===== src/rtl/elm_pkg.sv =====
// Shared definitions for the ELM hidden-layer datapath: FSM encodings and default operand widths.
package elm_pkg;

  localparam int ELM_N = 16;
  localparam int ELM_M = 16;

  typedef enum logic [1:0] {
    IDLE = 2'd0,
    CALC = 2'd1,
    DONE = 2'd2
  } state_t;

endpackage : elm_pkg


===== src/rtl/mul_step_unit.sv =====
// One radix-2 multiply iteration on {acc, Q[, q_m1]}: conditional add/sub of the multiplicand, then shift right.
// BOOTH_SIGNED_EN selects two's-complement Booth recoding; otherwise unsigned shift-add.
module mul_step_unit
  import elm_pkg::*;
#(
  parameter int N = ELM_N,
  parameter int M = ELM_M
) (
  input  logic [N-1:0] i_mcand,
  input  logic [N:0]   i_acc,
  input  logic [M-1:0] i_q,
`ifdef BOOTH_SIGNED_EN
  input  logic         i_q_m1,
  output logic         o_q_m1,
`endif
  output logic [N:0]   o_acc,
  output logic [M-1:0] o_q
);

  logic [N:0] w_sum;

`ifdef BOOTH_SIGNED_EN
  logic [N:0] w_sext;

  assign w_sext = {i_mcand[N-1], i_mcand};

  // NOTE: every signal written here gets a default first, so no path can leave it unassigned and infer a latch.
  always_comb begin
    w_sum = i_acc;
    case ({i_q[0], i_q_m1})
      2'b01:   w_sum = i_acc + w_sext;
      2'b10:   w_sum = i_acc - w_sext;
      default: w_sum = i_acc;
    endcase
  end

  // Arithmetic shift: the sign bit of the partial sum refills the top.
  assign o_acc  = {w_sum[N], w_sum[N:1]};
  assign o_q    = {w_sum[0], i_q[M-1:1]};
  assign o_q_m1 = i_q[0];
`else
  // The extra accumulator bit serves as the carry out of the add.
  assign w_sum = i_acc + (i_q[0] ? {1'b0, i_mcand} : '0);

  assign o_acc = {1'b0, w_sum[N:1]};
  assign o_q   = {w_sum[0], i_q[M-1:1]};
`endif

endmodule : mul_step_unit


===== src/rtl/shift_add_multiplier.sv =====
// Sequential radix-2 multiplier, one multiplier bit per clock, start/done handshake; latency M+1 clocks.
// Build option BOOTH_SIGNED_EN: signed Booth radix-2 instead of unsigned shift-add (same ports and timing).
module shift_add_multiplier
  import elm_pkg::*;
#(
  parameter int N = ELM_N,
  parameter int M = ELM_M
) (
  input  logic           clk,
  input  logic           rst,
  input  logic           srst,
  input  logic           start,
  input  logic [N-1:0]   multiplicand,
  input  logic [M-1:0]   multiplier,
  output logic           ready,
  output logic           busy,
  output logic           done,
  output logic [N+M-1:0] product
);

  localparam int            CW   = $clog2(M + 1);
  localparam logic [CW-1:0] LAST = CW'(M - 1);

  state_t         r_state;
  state_t         w_state_nxt;
  logic [N-1:0]   r_mcand;
  logic [N:0]     r_acc;
  logic [N:0]     w_acc_nxt;
  logic [M-1:0]   r_q;
  logic [M-1:0]   w_q_nxt;
  logic [CW-1:0]  r_count;
  logic [N+M-1:0] r_product;
  logic           w_accept;
  logic           w_step;
  logic           w_last;
`ifdef BOOTH_SIGNED_EN
  logic           r_q_m1;
  logic           w_q_m1_nxt;
`endif

  mul_step_unit #(
    .N (N),
    .M (M)
  ) u_step (
    .i_mcand (r_mcand),
    .i_acc   (r_acc),
    .i_q     (r_q),
`ifdef BOOTH_SIGNED_EN
    .i_q_m1  (r_q_m1),
    .o_q_m1  (w_q_m1_nxt),
`endif
    .o_acc   (w_acc_nxt),
    .o_q     (w_q_nxt)
  );

  // NOTE: sequential state uses non-blocking assignments so every register samples pre-edge values.
  always_ff @(posedge clk) begin
    if (rst || srst) r_state <= IDLE;
    else             r_state <= w_state_nxt;
  end

  always_comb begin
    w_state_nxt = r_state;
    ready       = 1'b0;
    busy        = 1'b0;
    done        = 1'b0;
    w_accept    = 1'b0;
    w_step      = 1'b0;
    w_last      = 1'b0;
    case (r_state)
      IDLE: begin
        ready    = 1'b1;
        w_accept = start;
        if (start) w_state_nxt = CALC;
      end
      CALC: begin
        busy   = 1'b1;
        w_step = 1'b1;
        if (r_count == LAST) begin
          w_last      = 1'b1;
          w_state_nxt = DONE;
        end
      end
      DONE: begin
        ready       = 1'b1;
        done        = 1'b1;
        w_accept    = start;
        w_state_nxt = start ? CALC : IDLE;
      end
      default: w_state_nxt = IDLE;
    endcase
  end

  // Product only changes on the final step, so it holds across idle and back-to-back starts.
  always_ff @(posedge clk) begin
    if (rst || srst) begin
      r_mcand   <= '0;
      r_acc     <= '0;
      r_q       <= '0;
      r_count   <= '0;
      r_product <= '0;
`ifdef BOOTH_SIGNED_EN
      r_q_m1    <= 1'b0;
`endif
    end else if (w_accept) begin
      r_mcand <= multiplicand;
      r_acc   <= '0;
      r_q     <= multiplier;
      r_count <= '0;
`ifdef BOOTH_SIGNED_EN
      r_q_m1  <= 1'b0;
`endif
    end else if (w_step) begin
      r_acc   <= w_acc_nxt;
      r_q     <= w_q_nxt;
      r_count <= r_count + CW'(1);
`ifdef BOOTH_SIGNED_EN
      r_q_m1  <= w_q_m1_nxt;
`endif
      if (w_last) r_product <= {w_acc_nxt[N-1:0], w_q_nxt};
    end
  end

  assign product = r_product;

endmodule : shift_add_multiplier


===== config.mk =====
export PLATFORM = sky130hd
export DESIGN_NAME = shift_add_multiplier
export DESIGN_NICKNAME = d
export VERILOG_FILES = /design/src/rtl/elm_pkg.sv /design/src/rtl/mul_step_unit.sv /design/src/rtl/shift_add_multiplier.sv
export SDC_FILE = /design/constraint.sdc
export NUM_CORES = 1
export LEC_CHECK = 0
export ABC_AREA = 1
export CORE_MARGIN = 2
export CORE_UTILIZATION = 55
export CTS_CLUSTER_SIZE = 24
export DETAILED_ROUTE_END_ITERATION = 7
export MAX_ROUTING_LAYER = met4
export PLACE_DENSITY = 0.78
export SLEW_MARGIN = 20
export SYNTH_ARGS = -nofsm -noshare
export SYNTH_HDL_FRONTEND = slang
export SYNTH_HIERARCHICAL = 1
export SYNTH_SLANG_ARGS = --single-unit

===== constraint.sdc =====
create_clock -name clk -period 3 [get_ports clk]
set_input_delay 0.3 -clock clk [delete_from_list [all_inputs] [get_ports clk]]
set_output_delay 0.3 -clock clk [all_outputs]
set_load 0.01 [all_outputs]

[Yosys cells after proc, flatten, opt, wreduce, memory -nomap -nowiden]
Index checks and enable logic that the tools add are counted.
Storage, ports and cells
  register bits: 87
  memories kept: 0
  memory bits (writable): 0
  logic and storage cells: 34
  input port bits: 36
  bits in latches: 0
  bits in read-only memories: 0
  output and inout bits: 35
Operators by class
  equal/unequal tests: 5
  divide/modulo/power cells: 0
  order comparisons: 0
  $mul: 0
  $add $sub $neg: 2
  shifts and indexed selects: 0
  multiplexer cells: 13
  bitwise operators: 1
  reductions and logical operators: 7
Operators by type and width (count)
  16-bit 2-to-1 mux: 3
  16-bit by 17-bit adder with 17-bit output: 1
  1-bit 2-to-1 mux: 7
  2-bit one-hot mux with 3 select lines: 1
  5-bit by 1-bit adder with 5-bit output, second input constant: 1
  5-bit by 4-bit == test with 1-bit output, second input constant: 1
  2-bit 2-to-1 mux: 2
  2-bit != test, second input constant: 2
  2-bit OR reduction: 2
  3-bit AND reduction: 1
  2-bit by 1-bit == test with 1-bit output, second input constant: 1
  2-bit == test, second input constant: 1
  2-bit logical NOT: 1
  2-bit AND reduction: 1
  2-bit nonzero test: 1
  1-bit logical OR: 1
  1-bit inverter: 1

[Depth between registers and ports, before layout]
  word-level depth: 5
  mapped depth: 15
  depth with buffers taken out: 14

[Cells and area by module]
The synthesis kept the hierarchy.
By module, submodules not included
  shift_add_multiplier: area an instance 3413.3 um^2, cells an instance 451, seq. area each 1761.7 um^2, instances 1
  mul_step_unit: area an instance 1247.4 um^2, cells an instance 247, seq. area each 0.0 um^2, instances 1

[Least setup slack after synthesis]
OpenSTA, ideal clock, no wires.
  path type: reg2reg
  start point: register r_q[0]
  end point: register r_acc[15]
  setup time: 0.120 ns
  cell stages (with the launch flop): 16
  buffers on the path: 2
  arrival time: 1.749 ns
  required time: 2.880 ns
  period minus slack after synthesis: 1.869 ns
  slack: 1.131 ns
  path through: dfxtp_1 -> clkbuf_1 -> buf_2 -> nand2_1 -> inv_1 -> ha_1 -> nand2_2 -> inv_2 -> nand2_1 -> nand2_1 -> a21oi_1 -> nand2_1 -> nand2_1 -> nand2_1 -> nand2_1 -> a21oi_1
Between the ends
  longest elaborated chain between the ends: 2
RTL lines
  start: declaration: RTL line shift_add_multiplier.sv:29  | logic [M-1:0] r_q;
  start signal: assignment: RTL line shift_add_multiplier.sv:108  | r_q <= multiplier;
  start signal: assignment: RTL line shift_add_multiplier.sv:115  | r_q <= w_q_nxt;
  16-bit 2-to-1 mux: RTL line mul_step_unit.sv:43  | assign w_sum = i_acc + (i_q[0] ? {1'b0, i_mcand} : '0);
  16-bit by 17-bit adder with 17-bit output: RTL line mul_step_unit.sv:43
  named net w_acc_nxt[15]: RTL line shift_add_multiplier.sv:28  | logic [N:0] w_acc_nxt;
  end signal: assignment: RTL line shift_add_multiplier.sv:114  | r_acc <= w_acc_nxt;
  end: declaration: RTL line shift_add_multiplier.sv:27  | logic [N:0] r_acc;
The timed path passes the listed nets, and every way through them passes these cells.
A chain may end at the register's enable or synchronous reset.

[Worst setup path after layout]
  start point: register r_state[0]
  end point: output busy
Between the ends
  longest elaborated chain between the ends: 2
RTL lines
  start: declaration: RTL line shift_add_multiplier.sv:24  | state_t r_state;
  start signal: assignment: RTL line shift_add_multiplier.sv:59  | else r_state <= w_state_nxt;
  2-bit by 1-bit == test with 1-bit output: RTL line shift_add_multiplier.sv:70  | case (r_state)
  1-bit 2-to-1 mux: RTL line shift_add_multiplier.sv:70
  end: declaration: RTL line shift_add_multiplier.sv:16  | output logic busy,
No other way between the ends.

==> impl_metrics.prom <==
# TYPE chip_impl_metric gauge
chip_impl_metric{name="timing_max_transition_violations_final",unit=""} 0
chip_impl_info{name="rr_startpoint",value="r_q[0]$_SDFFE_PP0P_"} 1
chip_impl_metric{name="number_of_flip_flops_and_latches_in_the_synthesized_netlist",unit=""} 88
chip_impl_metric{name="core",unit="sq um"} 8220
chip_impl_metric{name="hold_buffers",unit=""} 0
chip_impl_metric{name="total_leakage_power",unit="nW"} 2.64
chip_impl_metric{name="detail_route.vias_per_cell",unit=""} 5.09
chip_impl_metric{name="final_cell_area",unit="sq um"} 5460
chip_impl_metric{name="timing.critical_path.arrival",unit="ns"} 2.10
chip_impl_metric{name="numClockSinks",unit=""} 88
chip_impl_metric{name="actual_slew_at_the_worst_max_slew_pin",unit="ns"} 0.643
chip_impl_metric{name="cts-root-to-sink-buffers",unit=""} 2
chip_impl_metric{name="floorplan.die_area",unit="sq um"} 9230
chip_impl_metric{name="routed-via-count",unit=""} 4308
chip_impl_metric{name="cts_inserted_buffers",unit=""} 9
chip_impl_info{name="cts_root_buffer",value="sky130_fd_sc_hd__clkbuf_8"} 1
chip_impl_metric{name="drive_gt1_share",unit="%"} 5.67
chip_impl_metric{name="globalRouteTotalUtil",unit="%"} 26.5
chip_impl_metric{name="timing.critical_path.fanout_max",unit=""} 27
chip_impl_metric{name="nNetsFinal",unit=""} 791
chip_impl_metric{name="mappedNetlistArea",unit="sq um"} 4660
chip_impl_metric{name="dpl.cell_count",unit=""} 830
chip_impl_metric{name="gp_routability_congestion",unit=""} 0.923
chip_impl_metric{name="final_min_period_over_clock_period",unit="%"} 80.1
chip_impl_metric{name="flow.area_growth_from_synthesis",unit="%"} 17.1
chip_impl_metric{name="starting_drt_drc_count",unit=""} 225
chip_impl_metric{name="place_ws",unit="ns"} 0.857
chip_impl_metric{name="finalSetupViolCount",unit=""} 0
chip_impl_metric{name="drc_errors",unit=""} 0
chip_impl_metric{name="grt.met3_usage",unit="%"} 5.25
chip_impl_metric{name="largest_stage_delay_on_the_critical_path",unit="ns"} 0.62
chip_impl_metric{name="grt_overflow",unit=""} 0
chip_impl_metric{name="first_global_vias",unit=""} 4204
chip_impl_metric{name="post-dp-hpwl",unit="um"} 7570
chip_impl_metric{name="floorplan.rows",unit=""} 33
chip_impl_metric{name="hold_viol",unit=""} 0
chip_impl_metric{name="start_util",unit="%"} 56.7
chip_impl_metric{name="place.port_buffers",unit=""} 70
chip_impl_metric{name="routedWlPerCell",unit="um"} 13.0
chip_impl_info{name="setup_crit_start_kind",value="flip-flop"} 1
chip_impl_metric{name="cellPowerDensity",unit="nW/um^2"} 413
chip_impl_metric{name="grt_antenna_before_repair",unit=""} 0
chip_impl_metric{name="detailedRoute.firstPassIterationCount",unit=""} 6
chip_impl_metric{name="r2r_setup_slack",unit="ns"} 0.79
chip_impl_metric{name="post_cts_resized",unit=""} 0
chip_impl_metric{name="vdd_ir_drop_max",unit="mV"} 0.234
chip_impl_info{name="crit_path_cell_trace",value="buf_4 > inv_4 > nor2_8 > clkdlybuf4s50_1"} 1
chip_impl_info{name="gr-max-usage-layer",value="met2"} 1
chip_impl_info{name="criticalPathCategory",value="reg -> out"} 1
chip_impl_info{name="critical_path_start",value="r_state[0]$_SDFFE_PP0P_"} 1
chip_impl_metric{name="ios",unit=""} 71
chip_impl_metric{name="grt.met2_usage",unit="%"} 46.2
chip_impl_metric{name="htree_num_levels",unit=""} 3
chip_impl_metric{name="clkTransAtPathRegs",unit="ns"} 0.09
chip_impl_info{name="critical_path_cell_with_the_highest_stage_delay",value="sky130_fd_sc_hd__clkdlybuf4s50_1"} 1
chip_impl_info{name="cts_tree",value="done"} 1
chip_impl_metric{name="wirelength",unit="um"} 11000
chip_impl_metric{name="worst_r2r_path_depth",unit=""} 13
chip_impl_metric{name="finalHoldWorstSlack",unit="ns"} 0.467
chip_impl_metric{name="maximum_clock_skew_at_final_layout",unit="ns"} 0.00929
chip_impl_metric{name="setup_total_negative_slack",unit="ns"} 0
chip_impl_metric{name="cts_setup_buffers",unit=""} 0
chip_impl_metric{name="synth.avg_cell_area",unit="sq um"} 6.68
chip_impl_metric{name="antenna-diode-count",unit=""} 0
chip_impl_metric{name="wire_length_of_the_first_global_routing_pass",unit="um"} 18600
chip_impl_info{name="worst_hold_path_type",value="reg -> reg"} 1
chip_impl_info{name="end_kind",value="output port"} 1
chip_impl_metric{name="dpl-instance-area",unit="sq um"} 5240
chip_impl_metric{name="ys_types",unit=""} 30
chip_impl_metric{name="chip_height",unit="um"} 96.1
chip_impl_metric{name="die_width",unit="um"} 96.1
chip_impl_metric{name="global_route_track_usage_on_met1",unit="%"} 30.2
chip_impl_metric{name="finalWorstSetupSlack",unit="ns"} 0.596
chip_impl_metric{name="drt.antenna.violating_nets",unit=""} 0
chip_impl_info{name="worstSetupEndpoint",value="busy"} 1
chip_impl_info{name="grt_setup_unrepaired",value="false"} 1
chip_impl_metric{name="total_power",unit="mW"} 2.26
chip_impl_metric{name="final.min_clock_period",unit="ns"} 2.40
chip_impl_metric{name="synthCells",unit=""} 698
chip_impl_metric{name="grt_start_max_net_pins",unit=""} 38
chip_impl_metric{name="worst_slew_margin_relative_to_its_limit",unit="%"} 57.1
chip_impl_metric{name="max-cap-violations",unit=""} 0
chip_impl_metric{name="layout.core_utilization",unit="%"} 66.4
chip_impl_metric{name="clkLatencyLatePin",unit="ns"} 0.37
chip_impl_info{name="rr_endpoint",value="r_acc[15]$_SDFFE_PP0P_"} 1
chip_impl_metric{name="synthesis.nets",unit=""} 753
chip_impl_metric{name="synth_sequential_area_ratio",unit="%"} 37.8
chip_impl_metric{name="max_clock_freq",unit="MHz"} 416
chip_impl_metric{name="worst-endpoint-required",unit="ns"} 2.70
chip_impl_metric{name="stdcell_count",unit=""} 846
chip_impl_info{name="outcome",value="complete, no violations"} 1
chip_impl_metric{name="yosysWarnings",unit=""} 6
==> power by group <==
| part | internal [mW] | total [mW] | switching, mW |
|---|---|---|---|
| clock | 0.437 | 0.888 | 0.452 |
| combinational | 0.0726 | 0.169 | 0.0968 |
| sequential | 1.19 | 1.20 | 0.0130 |
| total | 1.69 | 2.26 | 0.562 |
==> flip-flops by register name, summed over array words and instances (netlist names) <==
signal,count
r_q,16
r_mcand,16
r_acc,17
r_state,2
r_count,5
product,32
==> metal layers <==
layer,share of wire [%],vias to the layer above
li1,-,2232
met1,45,1962
met2,49,98
met3,4.2,16
met4,1.5,0
met5,0,-
==> cells by family after synthesis <==
| group | Yosys count | share of synthesized area (%) |
|---|---|---|
| other | 1 | 0.0805 |
| and+or+nand+nor | 389 | 35.7 |
| adders and majority gates | 19 | 5.26 |
| DFF | 88 | 37.8 |
| xor gates and xnor gates | 7 | 1.32 |
| AOI/OAI and AO/OA | 62 | 6.77 |
| buffers and inverters | 132 | 13.1 |
==> worst min-delay path by stage <==
stage / startpoint / end / slack, ns / cells past startpoint
6_report: r_q[13]$_SDFFE_PP0P_ / product[12]$_SDFFE_PP0P_ / 0.47 / 2
5_1_grt: product[21]$_SDFFE_PP0P_ / product[21]$_SDFFE_PP0P_ / 0.50 / 2
4_1_cts: r_q[13]$_SDFFE_PP0P_ / product[12]$_SDFFE_PP0P_ / 0.47 / 2
3_5_place_dp: r_q[5]$_SDFFE_PP0P_ / product[4]$_SDFFE_PP0P_ / 0.46 / 2
3_3_place_gp: r_q[13]$_SDFFE_PP0P_ / product[12]$_SDFFE_PP0P_ / 0.45 / 2
2_1_floorplan: r_acc[10]$_SDFFE_PP0P_ / r_acc[10]$_SDFFE_PP0P_ / 0.45 / 2
==> cells in the final DEF (no fill, tap or decap), drive strengths merged <==
master / count
a21oi: 44
o21a: 1
fa: 1
buf: 4
ha: 18
clkinv: 2
dfxtp: 88
clkdlybuf4s50: 70
conb: 1
o21ai: 16
nor3: 4
nand3b: 2
o21bai: 1
bufinv: 1
clkbuf: 11
nand2: 237
xor2: 5
inv: 86
nand3: 93
nor2: 51
or2: 2
clkinvlp: 1
xnor2: 2
==> synth_stat cells <==
| cell type | number | area share [%] |
|---|---|---|
| sky130_fd_sc_hd__xor2_1 | 5 | 0.94 |
| sky130_fd_sc_hd__buf_1 | 2 | 0.16 |
| sky130_fd_sc_hd__conb_1 | 1 | 0.080 |
| sky130_fd_sc_hd__inv_4 | 2 | 0.27 |
| sky130_fd_sc_hd__o21a_1 | 1 | 0.16 |
| sky130_fd_sc_hd__xnor2_1 | 2 | 0.38 |
| sky130_fd_sc_hd__nor2_1 | 48 | 3.9 |
| sky130_fd_sc_hd__nor2_4 | 1 | 0.24 |
| sky130_fd_sc_hd__nand2_1 | 230 | 19 |
| sky130_fd_sc_hd__a21oi_1 | 44 | 4.7 |
| sky130_fd_sc_hd__nor3_1 | 1 | 0.11 |
| sky130_fd_sc_hd__o21bai_1 | 1 | 0.16 |
| sky130_fd_sc_hd__inv_2 | 7 | 0.56 |
| sky130_fd_sc_hd__nand3b_1 | 2 | 0.32 |
| sky130_fd_sc_hd__dfxtp_1 | 88 | 38 |
| sky130_fd_sc_hd__clkbuf_1 | 4 | 0.32 |
| sky130_fd_sc_hd__or2_1 | 2 | 0.27 |
| sky130_fd_sc_hd__nand3_1 | 93 | 10 |
| sky130_fd_sc_hd__buf_6 | 1 | 0.24 |
| sky130_fd_sc_hd__nor3_2 | 3 | 0.64 |
| sky130_fd_sc_hd__o21ai_0 | 16 | 1.7 |
| sky130_fd_sc_hd__ha_1 | 18 | 4.8 |
| sky130_fd_sc_hd__buf_2 | 19 | 2.0 |
| sky130_fd_sc_hd__nor2_8 | 1 | 0.43 |
| sky130_fd_sc_hd__nand2_4 | 2 | 0.48 |
| sky130_fd_sc_hd__nand2_2 | 5 | 0.67 |
| sky130_fd_sc_hd__buf_4 | 21 | 3.4 |
| sky130_fd_sc_hd__inv_1 | 76 | 6.1 |
| sky130_fd_sc_hd__fa_1 | 1 | 0.43 |
| sky130_fd_sc_hd__nor2_2 | 1 | 0.13 |
==> area by class of cell <==
type,count,area [sq um]
clock buffers,11,151
clock inverters,5,63.8
fillers,754,2760
inverters,85,324
multi-input cells,478,2290
flip-flops and latches,88,1760
well taps,105,131
repair buffers,74,731
==> critical path: cells and delay by family, from the launching register on <==
kind                   cells  cell delay (ns)
and+or+nand+nor            1             0.37
DFF                        1             0.33
buffers and inverters      3             1.03
No activity file was read; power rests on OpenSTA's default activity.
